--- src/rtl/adc_dac_bridge.sv ---
// adc_dac_bridge: AXI-Stream ADC-to-DAC sample bridge with a per-channel
// filter, width/format mapping, a circular FIFO and optional status outputs.
// Ports: clk, rst_n (async, active-low);
//   s_axis_* : sample in (tdata, tuser = channel id, tvalid, tready)
//   m_axis_* : mapped sample out (tdata, tdest = channel id, tvalid, tready)
//   ch_en    : per-channel enable; fifo_level : stored-beat count
//   drop_cnt, in_act, out_act, heartbeat : status outputs
// Macro ADC_DAC_BRIDGE_STATUS_EN builds the status logic; otherwise the
// status outputs are tied to 0.
module adc_dac_bridge #(
    parameter int IN_W        = 12,
    parameter int OUT_W       = 14,
    parameter int NUM_CH      = 4,
    parameter int DEPTH       = 16,
    parameter int MODE        = 0,
    parameter int STRETCH_CYC = 1048575,
    parameter int HB_DIV      = 25000000,
    localparam int CH_W = (NUM_CH > 1) ? $clog2(NUM_CH) : 1,
    localparam int AW   = $clog2(DEPTH),
    localparam int LW   = AW + 1
) (
    input  logic             clk,
    input  logic             rst_n,
    input  logic [IN_W-1:0]  s_axis_tdata,
    input  logic [CH_W-1:0]  s_axis_tuser,
    input  logic             s_axis_tvalid,
    output logic             s_axis_tready,
    output logic [OUT_W-1:0] m_axis_tdata,
    output logic [CH_W-1:0]  m_axis_tdest,
    output logic             m_axis_tvalid,
    input  logic             m_axis_tready,
    input  logic [NUM_CH-1:0] ch_en,
    output logic [LW-1:0]    fifo_level,
    output logic [15:0]      drop_cnt,
    output logic             in_act,
    output logic             out_act,
    output logic             heartbeat
);

    localparam logic [OUT_W-1:0] MSB_MASK =
        (MODE == 1) ? (OUT_W'(1) << (OUT_W - 1)) : '0;

    logic [AW-1:0]         wr_ptr_q, rd_ptr_q;
    logic [LW-1:0]         level_q, level_d;
    logic                  rdy_q;
    logic [CH_W+OUT_W-1:0] mem_q [DEPTH];
    logic [OUT_W-1:0]      map_raw, map_d;
    logic                  accept, ch_ok, push, pop;

    // Width mapping: left-justify when widening, keep MSBs when narrowing.
    if (OUT_W >= IN_W) begin : g_pad
        assign map_raw = OUT_W'(s_axis_tdata) << (OUT_W - IN_W);
    end else begin : g_trunc
        assign map_raw = s_axis_tdata[IN_W-1 -: OUT_W];
    end

    assign map_d = map_raw ^ MSB_MASK;

    always_comb begin
        ch_ok = 1'b0;
        if (32'(s_axis_tuser) < NUM_CH) ch_ok = ch_en[s_axis_tuser];
    end

    assign accept = s_axis_tvalid & rdy_q;
    assign push   = accept & ch_ok;
    assign pop    = m_axis_tvalid & m_axis_tready;
    assign level_d = level_q + LW'(push) - LW'(pop);

    always_ff @(posedge clk or negedge rst_n) begin
        if (!rst_n) begin
            wr_ptr_q <= '0;
            rd_ptr_q <= '0;
            level_q  <= '0;
            rdy_q    <= 1'b0;
        end else begin
            if (push) wr_ptr_q <= wr_ptr_q + AW'(1);
            if (pop)  rd_ptr_q <= rd_ptr_q + AW'(1);
            level_q <= level_d;
            rdy_q   <= (level_d < LW'(DEPTH));
        end
    end

    // Storage needs no reset: the head is masked whenever the FIFO is empty.
    always_ff @(posedge clk) begin
        if (push) mem_q[wr_ptr_q] <= {s_axis_tuser, map_d};
    end

    assign s_axis_tready = rdy_q;
    assign fifo_level    = level_q;
    assign m_axis_tvalid = (level_q != '0);
    assign {m_axis_tdest, m_axis_tdata} =
        m_axis_tvalid ? mem_q[rd_ptr_q] : '0;

`ifdef ADC_DAC_BRIDGE_STATUS_EN
    localparam int SW = (STRETCH_CYC > 0) ? $clog2(STRETCH_CYC + 1) : 1;
    localparam int HW = (HB_DIV > 1) ? $clog2(HB_DIV) : 1;

    logic [15:0]   drop_q;
    logic [SW-1:0] in_cnt_q, out_cnt_q;
    logic [HW-1:0] hb_cnt_q;
    logic          hb_q;
    logic          drop;

    assign drop = accept & ~ch_ok;

    always_ff @(posedge clk or negedge rst_n) begin
        if (!rst_n) begin
            drop_q    <= '0;
            in_cnt_q  <= '0;
            out_cnt_q <= '0;
            hb_cnt_q  <= '0;
            hb_q      <= 1'b0;
        end else begin
            if (drop && drop_q != 16'hFFFF) drop_q <= drop_q + 16'd1;
            if (accept)
                in_cnt_q <= SW'(STRETCH_CYC);
            else if (in_cnt_q != '0)
                in_cnt_q <= in_cnt_q - SW'(1);
            if (pop)
                out_cnt_q <= SW'(STRETCH_CYC);
            else if (out_cnt_q != '0)
                out_cnt_q <= out_cnt_q - SW'(1);
            if (hb_cnt_q == HW'(HB_DIV - 1)) begin
                hb_cnt_q <= '0;
                hb_q     <= ~hb_q;
            end else begin
                hb_cnt_q <= hb_cnt_q + HW'(1);
            end
        end
    end

    assign drop_cnt  = drop_q;
    assign in_act    = (in_cnt_q != '0);
    assign out_act   = (out_cnt_q != '0);
    assign heartbeat = hb_q;
`else
    assign drop_cnt  = 16'd0;
    assign in_act    = 1'b0;
    assign out_act   = 1'b0;
    assign heartbeat = 1'b0;
`endif

endmodule
--- config.mk ---
export PLATFORM = sky130hd
export DESIGN_NAME = adc_dac_bridge
export DESIGN_NICKNAME = d
export VERILOG_FILES = /design/src/rtl/adc_dac_bridge.sv
export SDC_FILE = /design/constraint.sdc
export NUM_CORES = 1
export LEC_CHECK = 0
export BUFFER_PORTS_ARGS = -buffer_cell sky130_fd_sc_hd__buf_2
export CELL_PAD_IN_SITES_DETAIL_PLACEMENT = 1
export CELL_PAD_IN_SITES_GLOBAL_PLACEMENT = 2
export CORE_MARGIN = 1
export CORE_UTILIZATION = 50
export DETAILED_ROUTE_END_ITERATION = 8
export PLACE_DENSITY_LB_ADDON = 0.1
export RECOVER_POWER = 25
export SYNTH_ARGS = -nofsm -noshare
export SYNTH_HDL_FRONTEND = slang
export SYNTH_SLANG_ARGS = --single-unit
--- constraint.sdc ---
create_clock -name clk -period 9.2 [get_ports clk]
set_clock_uncertainty 0.15 [all_clocks]
set_input_delay 0 -clock clk [delete_from_list [all_inputs] [get_ports clk]]
set_output_delay 0 -clock clk [all_outputs]
set_load 0.01 [all_outputs]
== After elaboration in Yosys (flattened, before gate mapping) ==
Memory sizes are Yosys's and may differ from the RTL's.
Cells that the tools add are included.
Storage, ports and cells
  flip-flop bits (word level): 14
  memory bits (writable): 224
  bits of input ports: 22
  logic and storage cells: 20
  memories: 1
Operators by class
  add/subtract/negate cells: 4
  order comparisons: 2
  muxes and demuxes: 5
  bitwise logic cells: 3
  reduce and logical (&&, ||, !) cells: 1
Memory list
  mem_q: depth 16, bits a word 14, rd ports 1, clocked after Yosys merged registers in 0, write ports 1, RTL line 46  | logic [CH_W+OUT_W-1:0] mem_q [DEPTH];
Operators with widths (count)
  $mux 16: 1
  $add 4x1->4 const B: 2
  $add 5x1->5: 1
  $lt 5x5->1 const B: 1
  $reduce_bool 5->1: 1
  $sub 5x1->5: 1
  $and 1x1->1: 3
  $lt 2x3->1 const B: 1
  $mux 1: 3
  $bmux 1 s2: 1

== Longest topological paths before layout ==
Gate-level depths: netlist of the first run.
  depth in word-level cells: 6
  mapped depth: 14

== Worst setup path before layout of the first run ==
No wires, ideal clock.
  path type: register -> register
  start: reg level_q[3], in the netlist fifo_level[3]
  end: reg rdy_q, in the netlist s_axis_tready
  arrival: 2.828 ns
  path slack: 6.090 ns
  cell stages (with the launch flop): 15
  path buffers: 1
  cells stage by stage: dfrtp_1 > inv_1 > ha_1 > or4b_4 > and2_1 > clkbuf_1 > ha_1 > inv_1 > ha_1 > inv_1 > fa_1 > nand2b_1 > a21oi_1 > nor2_1 > xor2_1
Between the ends
  longest elaborated chain between the ends: 4
  elaborated cells on any way between the ends: 5
  classes of those cells: 2 x add/sub; 1 x order compare; 1 x bitwise; 1 x reduce/logical
Ends and longest elaborated chain
  start: declaration: RTL line 44  | logic [LW-1:0] level_q, level_d;
  start signal: assignment: RTL line 78  | level_q <= level_d;
  $reduce_bool 5->1: RTL line 90  | assign m_axis_tvalid = (level_q != '0);
  via m_axis_tvalid: RTL line 30  | output logic m_axis_tvalid,
  $and 1x1->1: RTL line 66  | assign pop = m_axis_tvalid & m_axis_tready;
  via pop: RTL line 48  | logic accept, ch_ok, push, pop;
  $sub 5x1->5: RTL line 67  | assign level_d = level_q + LW'(push) - LW'(pop);
  $lt 5x5->1: RTL line 79  | rdy_q <= (level_d < LW'(DEPTH));
  end signal: assignment: RTL line 79
  end: declaration: RTL line 45  | logic rdy_q;
The timed path passes the listed nets, and every way through them passes these cells.
A chain may end at the register's enable or synchronous reset.

== Worst setup path in the final report of the first run ==
  start: reg rd_ptr_q[0]
  end: out m_axis_tdest[0]
Between the ends
  longest elaborated chain between the ends: 2
Ends and longest elaborated chain
  start: declaration: RTL line 43  | logic [AW-1:0] wr_ptr_q, rd_ptr_q;
  start signal: assignment: RTL line 77  | if (pop) rd_ptr_q <= rd_ptr_q + AW'(1);
  $mem_v2 16x14
  $mux 16: RTL line 92  | m_axis_tvalid ? mem_q[rd_ptr_q] : '0;
  end: declaration: RTL line 29  | output logic [CH_W-1:0] m_axis_tdest,
Every way passes these cells.

==> results.cfg, run 1 <==
[yosys]
synth_area_per_cell_um2 = 19.5
yosys_warnings = 0
synthCells = 497
synth.cell_area_um2 = 9690
ys_ff_latch = 238
ys_types = 38
ys_seq_area_share_pct = 73.1

[route]
drtPass1Iterations = 4
via_per_inst = 5.64
remaining_drc_errors = 0
wl_per_cell_um = 25.2
drtIter0Drc = 294
vias = 4748
ant_nets = 0
wirelength_um = 21200

[critical_path]
crit_type = register to output port
crit_cells = 5
cp-end-kind = output port
crit_family = buffers and inverters
crit_required_ns = 9.05
reg2reg_slack_ns = 6.08
crit_chain = buf_4 > mux4_2 > mux2_2 > a22o_1 > buf_2
ff2ff_path_depth = 13
crit_buf_inv = 2
critPathLaunchType = register
cp_max_fo = 46
critical-path-max-stage-delay_ns = 0.79
crit_slowest_cell = buf_4
crit_arrival_ns = 3.30

[sta]
setup_slack_ns = 5.75
tightestPinTransition_ns = 1.16
final.min_clock_period_ns = 3.45
final-max-slew-violation-count = 0
hold_violations = 0
post-route-period-util_pct = 37.5
fmax_mhz = 289
whs_ns = 0.105
slew_headroom_pct = 22.7
fin_tns_setup_ns = 0
rsz0062_at_grt = false
setup_violations = 0

[clocking]
insertion_delay_ns = 0.50
post_cts_buffers = 0
clockRootBuffer = clkbuf_16
htreeDepth = 1
cts-hold-fix-buffers = 18
cts.sinks = 238
cts_tree = done
clock_path_buffers = 3
post_cts_resized = 0
cts_made_buffers = 25
clk_pin_slew_ns = 0.06

[placed_design]
gp_congestion = 0.741
portBuffers = 42
place_hpwl_um = 11700
pre_cts_slack_ns = 6.07

[power_and_ir_drop]
seq_power_share_pct = 40.6
p_clk_share_pct = 28.2
switching_share_pct = 31.5
cellPowerDensity_nw_per_um2 = 298
combPwrFrac_pct = 31.2
power_switching_mw = 1.03
p_leak_nw = 3.71
internal_power_mw = 2.23
vdd_drop_max_v = 0.000171

[die]
initial_core_util_pct = 51.4
rows = 50
die-width_um = 141
coreArea_um2 = 18800
dieHeight_um = 141
die_area_um2 = 19900
io_pins = 64

[finish]
n_fill_cell = 1635
diodes = 0
drive_gt1_share_pct = 23.4
area_delta_synth_final_pct = 12.9
final_nets = 598

[run]
cap_violations = 0

[global_routing]
grt_util_met3_pct = 3.02
grt.busiest_layer = met2
grt_pass1_vias = 5185
grtUsageTotal_pct = 22.3
grt_max_degree = 47
grt_pass1_wl_um = 31900
use_met1_pct = 30.5
antenna_found_initial = 0
met2_usage_pct = 37.6
grt-ovfl-total = 0

[min_path]
hp-class = input port to register
holdPathStages = 4

[status]
outcome = complete, no violations
[state kept, by name, summed over array words and instances, names as in the netlist]
name / flops
mem_q: 224
fifo_level: 5
rd_ptr_q: 4
s_axis_tready: 1
wr_ptr_q: 4
[cell usage after synthesis]
cell,count,area [um^2]
ha_1,11,138
mux2i_1,26,260
conb_1,1,3.75
and2_1,13,81.3
mux4_2,44,991
edfxtp_1,224,6730
fa_1,1,20.0
o211ai_1,13,97.6
nor2_1,3,11.3
or4b_4,1,13.8
nand3_1,15,75.1
buf_2,6,30.0
buf_4,23,173
nand2_1,14,52.6
a21oi_1,2,10.0
nand2b_1,1,6.26
nor3b_2,1,12.5
mux2_1,1,11.3
inv_2,1,3.75
and2_4,1,8.76
nor2b_1,2,12.5
and3b_1,1,8.76
xor2_1,3,26.3
inv_1,10,37.5
clkbuf_1,9,33.8
nor3_1,1,5.00
a21o_1,1,7.51
dfrtp_1,14,350
o21ai_0,1,5.00
a22oi_2,9,113
buf_6,7,78.8
and3_1,6,37.5
xnor2_1,8,70.1
buf_1,1,3.75
a22o_1,1,8.76
a22oi_1,17,128
mux2_2,2,22.5
nand4_1,2,12.5
[metrics by stage]
stage	power, mW	cell area (um^2)	cells	util [%]
3_5_place_dp	2.37	10000	779	53.3
3_3_place_gp	2.35	10000	779	53.3
4_1_cts	3.30	11000	842	58.2
6_report	3.26	10900	842	58.1
5_1_grt	3.42	10900	842	58.1
2_1_floorplan	2.08	9760	517	-
[power groups by stage]
stage | Combinational, mW | Sequential, mW | Clock [mW]
after floorplan | 0.768 | 1.31 | 0
after global placement | 1.00 | 1.34 | 0
after detailed placement | 1.02 | 1.35 | 0
after CTS | 1.04 | 1.33 | 0.937
after global routing | 1.10 | 1.33 | 0.979
final | 1.02 | 1.32 | 0.920
[layout make-up]
class,count,area [um^2],area share [%]
Timing Repair Buffer,66,423,3.87
Multi-Input combinational cell,222,2330,21.3
Clock buffer,31,648,5.92
Sequential cell,238,7080,64.7
Clock inverter,14,93.8,0.858
Tap cell,260,325,2.97
Inverter,11,41.3,0.377
[cells in the final DEF, fill, tap and decap left out, types with 2 or more instances in the layout]
cell           Yosys  routed
mux2_2             2       2
buf_4             23       6
nand2_1           14      14
mux2i_1           26      26
clkinv_2           0       9
conb_1             1      21
ha_1              11      11
xor2_1             3       3
and2_1            13      13
xnor2_1            8       8
and3_1             6       6
a22oi_1           17      17
nand3_1           15      15
o211ai_1          13      13
mux4_2            44      44
dlygate4sd3_1      0      18
nor2_1             3       3
edfxtp_1         224     224
inv_1             10      10
buf_2              6      32
clkinv_1           0       3
clkbuf_1           9      16
a21oi_1            2       2
clkbuf_16          0      25
a22oi_2            9       9
dfrtp_1           14      12
nand4_1            2       2
[metal layers]
layer,up-vias,wire [um],part of all wire [%]
li1,2098,-,-
met1,2468,8900,42
met2,152,10500,49
met3,30,1430,6.7
met4,0,404,1.9
met5,-,0,0
[logic make-up (layout without fill, tap and decap cells)]
| logic type | Yosys count | count (layout) | synth area share, % |
|---|---|---|---|
| compound gates | 44 | 44 | 3.81 |
| xor+xnor | 11 | 11 | 0.995 |
| fa+ha+maj | 12 | 12 | 1.63 |
| buf+inv | 57 | 122 | 3.72 |
| flops | 238 | 238 | 73.1 |
| mux | 73 | 73 | 13.3 |
| other cells | 1 | 21 | 0.0387 |
| simple gates | 61 | 61 | 3.49 |
[path summary, 6_finish.rpt]
kind	startpoint	endpoint
setup / recovery	rd_ptr_q[0]	m_axis_tdest[0]
hold / removal	ch_en[3]	wr_ptr_q[0]
setup reg to reg	fifo_level[2]	s_axis_tready
hold reg to reg	fifo_level[0]	fifo_level[0]
max in group asynchronous	rst_n	rd_ptr_q[0]
min in group asynchronous	rst_n	fifo_level[2]
[tightest hold or removal path, stage by stage]
cell and delay, ns:
buf_2 0.07, mux4_2 0.23, and3_1 0.32, xnor2_1 0.10
No activity file was read; power rests on OpenSTA's default activity.
==> run 2, diff against run 1 <==
CORE_UTILIZATION = 46   (was 50)
clock period = 3.3 ns   (was 9.2 ns; I/O delays follow)
==> run 2 against run 1 <==
Against the previous run: largest power group unchanged; global-route usage shrank 1.0 points; clock-buffer cell count is the same; non-clock buffer count grew 20.
==> results.cfg, run 2 (synthesized netlist as in run 1, its figures left out) <==
[status]
outcome = complete, no violations

[placed_design]
place_hpwl_um = 13500
portBuffers = 42
gp_congestion = 0.743

[clocking]
cts_tree = done
clock_path_buffers = 3
cts.sinks = 238
clk_pin_slew_ns = 0.06
clockRootBuffer = clkbuf_16
cts_made_buffers = 26
insertion_delay_ns = 0.52
post_cts_buffers = 0
htreeDepth = 1

[route]
ant_nets = 0
wirelength_um = 22100
vias = 4839
via_per_inst = 5.54
drtPass1Iterations = 4
remaining_drc_errors = 0
drtIter0Drc = 346
wl_per_cell_um = 25.3

[critical_path]
reg2reg_slack_ns = 0.20
critPathLaunchType = register
cp-end-kind = register
crit_arrival_ns = 3.34
cp_max_fo = 5
crit_type = register to register
crit_required_ns = 3.55

[finish]
n_fill_cell = 1866
area_delta_synth_final_pct = 16.1
multi_input_area_um2 = 2330
final_common_cell = edfxtp_1
regMostFlops = mem_q
final_nets = 619
layout_common_cells = edfxtp_1, mux4_2, buf_2
diodes = 0
largest_register_ffs = 224
regArea_um2 = 7080
drive_gt1_share_pct = 26.3

[global_routing]
grtUsageTotal_pct = 21.3
grt_pass1_wl_um = 32900
antenna_found_initial = 0
grt-ovfl-total = 0
grt_pass1_vias = 5245
grt_max_degree = 33

[die]
dieHeight_um = 147
die_area_um2 = 21600
io_pins = 64
initial_core_util_pct = 47.4
rows = 52
coreArea_um2 = 20400
die-width_um = 147

[sta]
setup_violations = 0
final-max-slew-violation-count = 0
hold_violations = 0
tightestPinTransition_ns = 0.712
post-route-period-util_pct = 93.8
final.min_clock_period_ns = 3.10
rsz0062_at_grt = false
fmax_mhz = 323
whs_ns = 0.0912
slew_headroom_pct = 52.5
fin_tns_setup_ns = 0

[power_and_ir_drop]
totalPowerFinal_mw = 9.38
vdd_drop_max_v = 0.000557
cellPowerDensity_nw_per_um2 = 834
p_leak_nw = 3.87

[min_path]
hp-class = input port to register

[run]
cap_violations = 0
==> run 2: changes by cell type in the layout (fill, tap and decap cells not counted), moves of 2 or more <==
cell,change
buf_4,+14
buf_12,+6
clkbuf_1,-3
clkinv_1,+3
clkinv_2,-3
buf_2,+2
==> run 2: worst max-delay path, cell delays in order, from the launching register on <==
cell and delay, ns:
dfrtp_1 0.40, inv_1 0.09, ha_1 0.13, or4b_4 0.48
and2_4 0.21, ha_1 0.27, inv_1 0.06, ha_1 0.16
inv_1 0.06, fa_1 0.42, nand2b_1 0.16, a21oi_1 0.15
nor2_1 0.09, xor2_1 0.14
==> run 2: timing repair <==
item                                    in CTS  in global routing
endpoints found under the hold margin      246                  0
gates resized for setup                      0                  2
endpoints found under the setup margin       0                  1
hold buffers                                18                  0
==> run 2: area by class of cell <==
class | count | area share (%)
tap | 270 | 3.00
multi-input combinational | 222 | 20.7
sequential | 238 | 63.0
timing repair buffer | 86 | 5.78
clock inverter | 16 | 1.21
clock buffer | 31 | 5.95
inverter | 11 | 0.367
==> run 2: worst paths after layout <==
check                                 to  depth (start not counted)           from
max in group asynchronous    rd_ptr_q[0]                          3          rst_n
setup / recovery           s_axis_tready                         13  fifo_level[3]
setup reg to reg           s_axis_tready                         13  fifo_level[3]
min in group asynchronous  fifo_level[2]                          3          rst_n
hold reg to reg            fifo_level[0]                          1  fifo_level[0]
hold / removal               wr_ptr_q[0]                          4       ch_en[3]
==> run 2: per-stage QoR <==
stage	setup slack, ns	utilization, %	area (um^2)	instances
finish	0.204	55.1	11200	874
global placement	0.220	50.3	10300	809
detailed placement	0.128	50.3	10300	809
floorplan	0.190	-	9760	517
global route	0.0328	55.1	11200	874
CTS	0.111	55.1	11300	874
==> run 2: report_power, final <==
group	leakage (nW)	internal [mW]	switching, mW	total, mW
sequential	2.18	3.49	0.210	3.70
clock	0.394	1.60	1.13	2.73
combinational	1.30	1.32	1.63	2.95
==> run 2: layer usage <==
metal	GRT usage (%)	vias up	routed length, um
met1	28.7	2530	9180
met4	5.41	0	415
met5	0	-	0
met2	36.6	144	11200
li1	-	2129	-
met3	2.83	36	1340
==> run 3, diff against run 2 <==
CORE_UTILIZATION = 50   (was 46)
clock period = 3.75 ns   (was 3.3 ns; I/O delays follow)
==> run 3 against run 2 <==
Against the previous run: sequential share of layout area increased by 0.44 points; via count is 2.7% higher; sequential power down 11%; largest power group unchanged; highest routed layer unchanged; die area fell by 7.9%; critical path type is now input port to register; critical endpoint unchanged; core utilization rose by 4.3 points; flip-flop and latch count is the same.
==> results.cfg, run 3 (synthesized netlist as in run 1, its figures left out) <==
[finish]
largest_register_ffs = 224
n_fill_cell = 1658
layout_common_cells = edfxtp_1, mux4_2, buf_2
final_nets = 615
area_delta_synth_final_pct = 15.3
drive_gt1_share_pct = 26.0
final_common_cell = edfxtp_1
regMostFlops = mem_q

[power_and_ir_drop]
p_leak_nw = 3.85
cellPowerDensity_nw_per_um2 = 744
vdd_drop_max_v = 0.000490

[sta]
final.min_clock_period_ns = 3.21
rsz0062_at_grt = false
hold_violations = 0
post-route-period-util_pct = 85.5
slew_headroom_pct = 46.4
tightestPinTransition_ns = 0.802
fin_tns_setup_ns = 0
setup_slack_ns = 0.544
final-max-slew-violation-count = 0
fmax_mhz = 312
setup_violations = 0

[route]
drtIter0Drc = 213
wirelength_um = 22700
vias = 4969
ant_nets = 0
via_per_inst = 5.77
wl_per_cell_um = 26.3
drtPass1Iterations = 5
remaining_drc_errors = 0

[critical_path]
crit_arrival_ns = 3.45
crit_required_ns = 3.99
cp-end-kind = register
crit_type = input port to register
cp_max_fo = 17
critPathLaunchType = input port

[placed_design]
pre_cts_slack_ns = 0.590
portBuffers = 42
gp_congestion = 0.731
place_hpwl_um = 13000

[die]
die-width_um = 141
dieHeight_um = 141
die_area_um2 = 19900
coreArea_um2 = 18800
rows = 50
io_pins = 64
initial_core_util_pct = 51.4

[global_routing]
grt-ovfl-total = 0
grt_pass1_wl_um = 34100
grt_pass1_vias = 5509
grtUsageTotal_pct = 24.1
grt_max_degree = 38
antenna_found_initial = 1

[clocking]
cts_tree = done
clock_path_buffers = 3
htreeDepth = 1
clockRootBuffer = clkbuf_16
insertion_delay_ns = 0.52
post_cts_resized = 0
cts_made_buffers = 25
cts.sinks = 238
clk_pin_slew_ns = 0.06

[min_path]
hp-class = input port to register

[status]
outcome = complete, no violations

[run]
cap_violations = 0
## run 3: cell count changes in the layout (fill, tap and decap cells not counted), moves of 2 or more
cell       change
bufinv_16      +2
buf_2          -2
clkbuf_1       -2
buf_12         -5
buf_4          +2
clkinv_2       +2
## run 3: final timing paths
kind / start / endpoint / slack (ns) / cells past startpoint
worst max-delay path: s_axis_tuser[0] / s_axis_tready / 0.54 / 14
worst min-delay path: ch_en[2] / wr_ptr_q[0] / 0.08 / 4
worst max register to register: fifo_level[3] / s_axis_tready / 0.61 / 13
worst min register to register: rd_ptr_q[3] / rd_ptr_q[3] / 0.39 / 1
max in group asynchronous: rst_n / rd_ptr_q[0] / 2.52 / 3
min in group asynchronous: rst_n / rd_ptr_q[0] / 0.43 / 3
## run 3: layer usage
| layer | wire [um] | vias to the layer above | GRT usage (%) |
|---|---|---|---|
| li1 | - | 2121 | - |
| met1 | 9110 | 2632 | 30.9 |
| met2 | 11600 | 174 | 41.6 |
| met3 | 1390 | 42 | 4.21 |
| met4 | 584 | 0 | 8.35 |
| met5 | 0 | - | 0 |
## run 3: stage by stage
step           util [%]  hold WS (ns)  cell area (um^2)  instances  total power, mW
6_report           59.3        0.0797             11200        861             8.31
5_1_grt            59.3         0.132             11200        860             8.68
4_1_cts            59.4        0.0655             11200        860             8.42
3_5_place_dp       54.0        -0.225             10200        796             5.88
3_3_place_gp       54.0        -0.235             10200        796             5.82
2_1_floorplan         -        -0.446              9760        517             5.10
## run 3: cell type report
cell class,instances,area (um^2),share of cell area (%)
sequential,238,7080,63.4
multi-input combinational,222,2330,20.8
clock buffer,26,629,5.63
timing repair buffer,83,563,5.04
tap,260,325,2.91
clock inverter,20,199,1.78
inverter,11,41.3,0.370
antenna,1,2.50,0.0224
## run 3: critical path: stages
cell and delay (ns):
dlygate4sd3_1 0.52, clkbuf_1 0.50, mux4_2 0.59, and3_1 0.28, inv_2 0.12, ha_1 0.23, inv_1 0.05, ha_1 0.15
inv_1 0.06, fa_1 0.42, nand2b_1 0.16, a21oi_1 0.14, nor2_1 0.08, xor2_1 0.14
## run 3: where the power goes
group | internal, mW | switching (mW)
logic | 1.13 | 1.39
clock network | 1.49 | 1.01
registers | 3.07 | 0.218
## run 3: timing repair
item / CTS / global route
hold buffers: 18 / 0
hold endpoints to repair: 246 / 0
setup buffers: 0 / 0
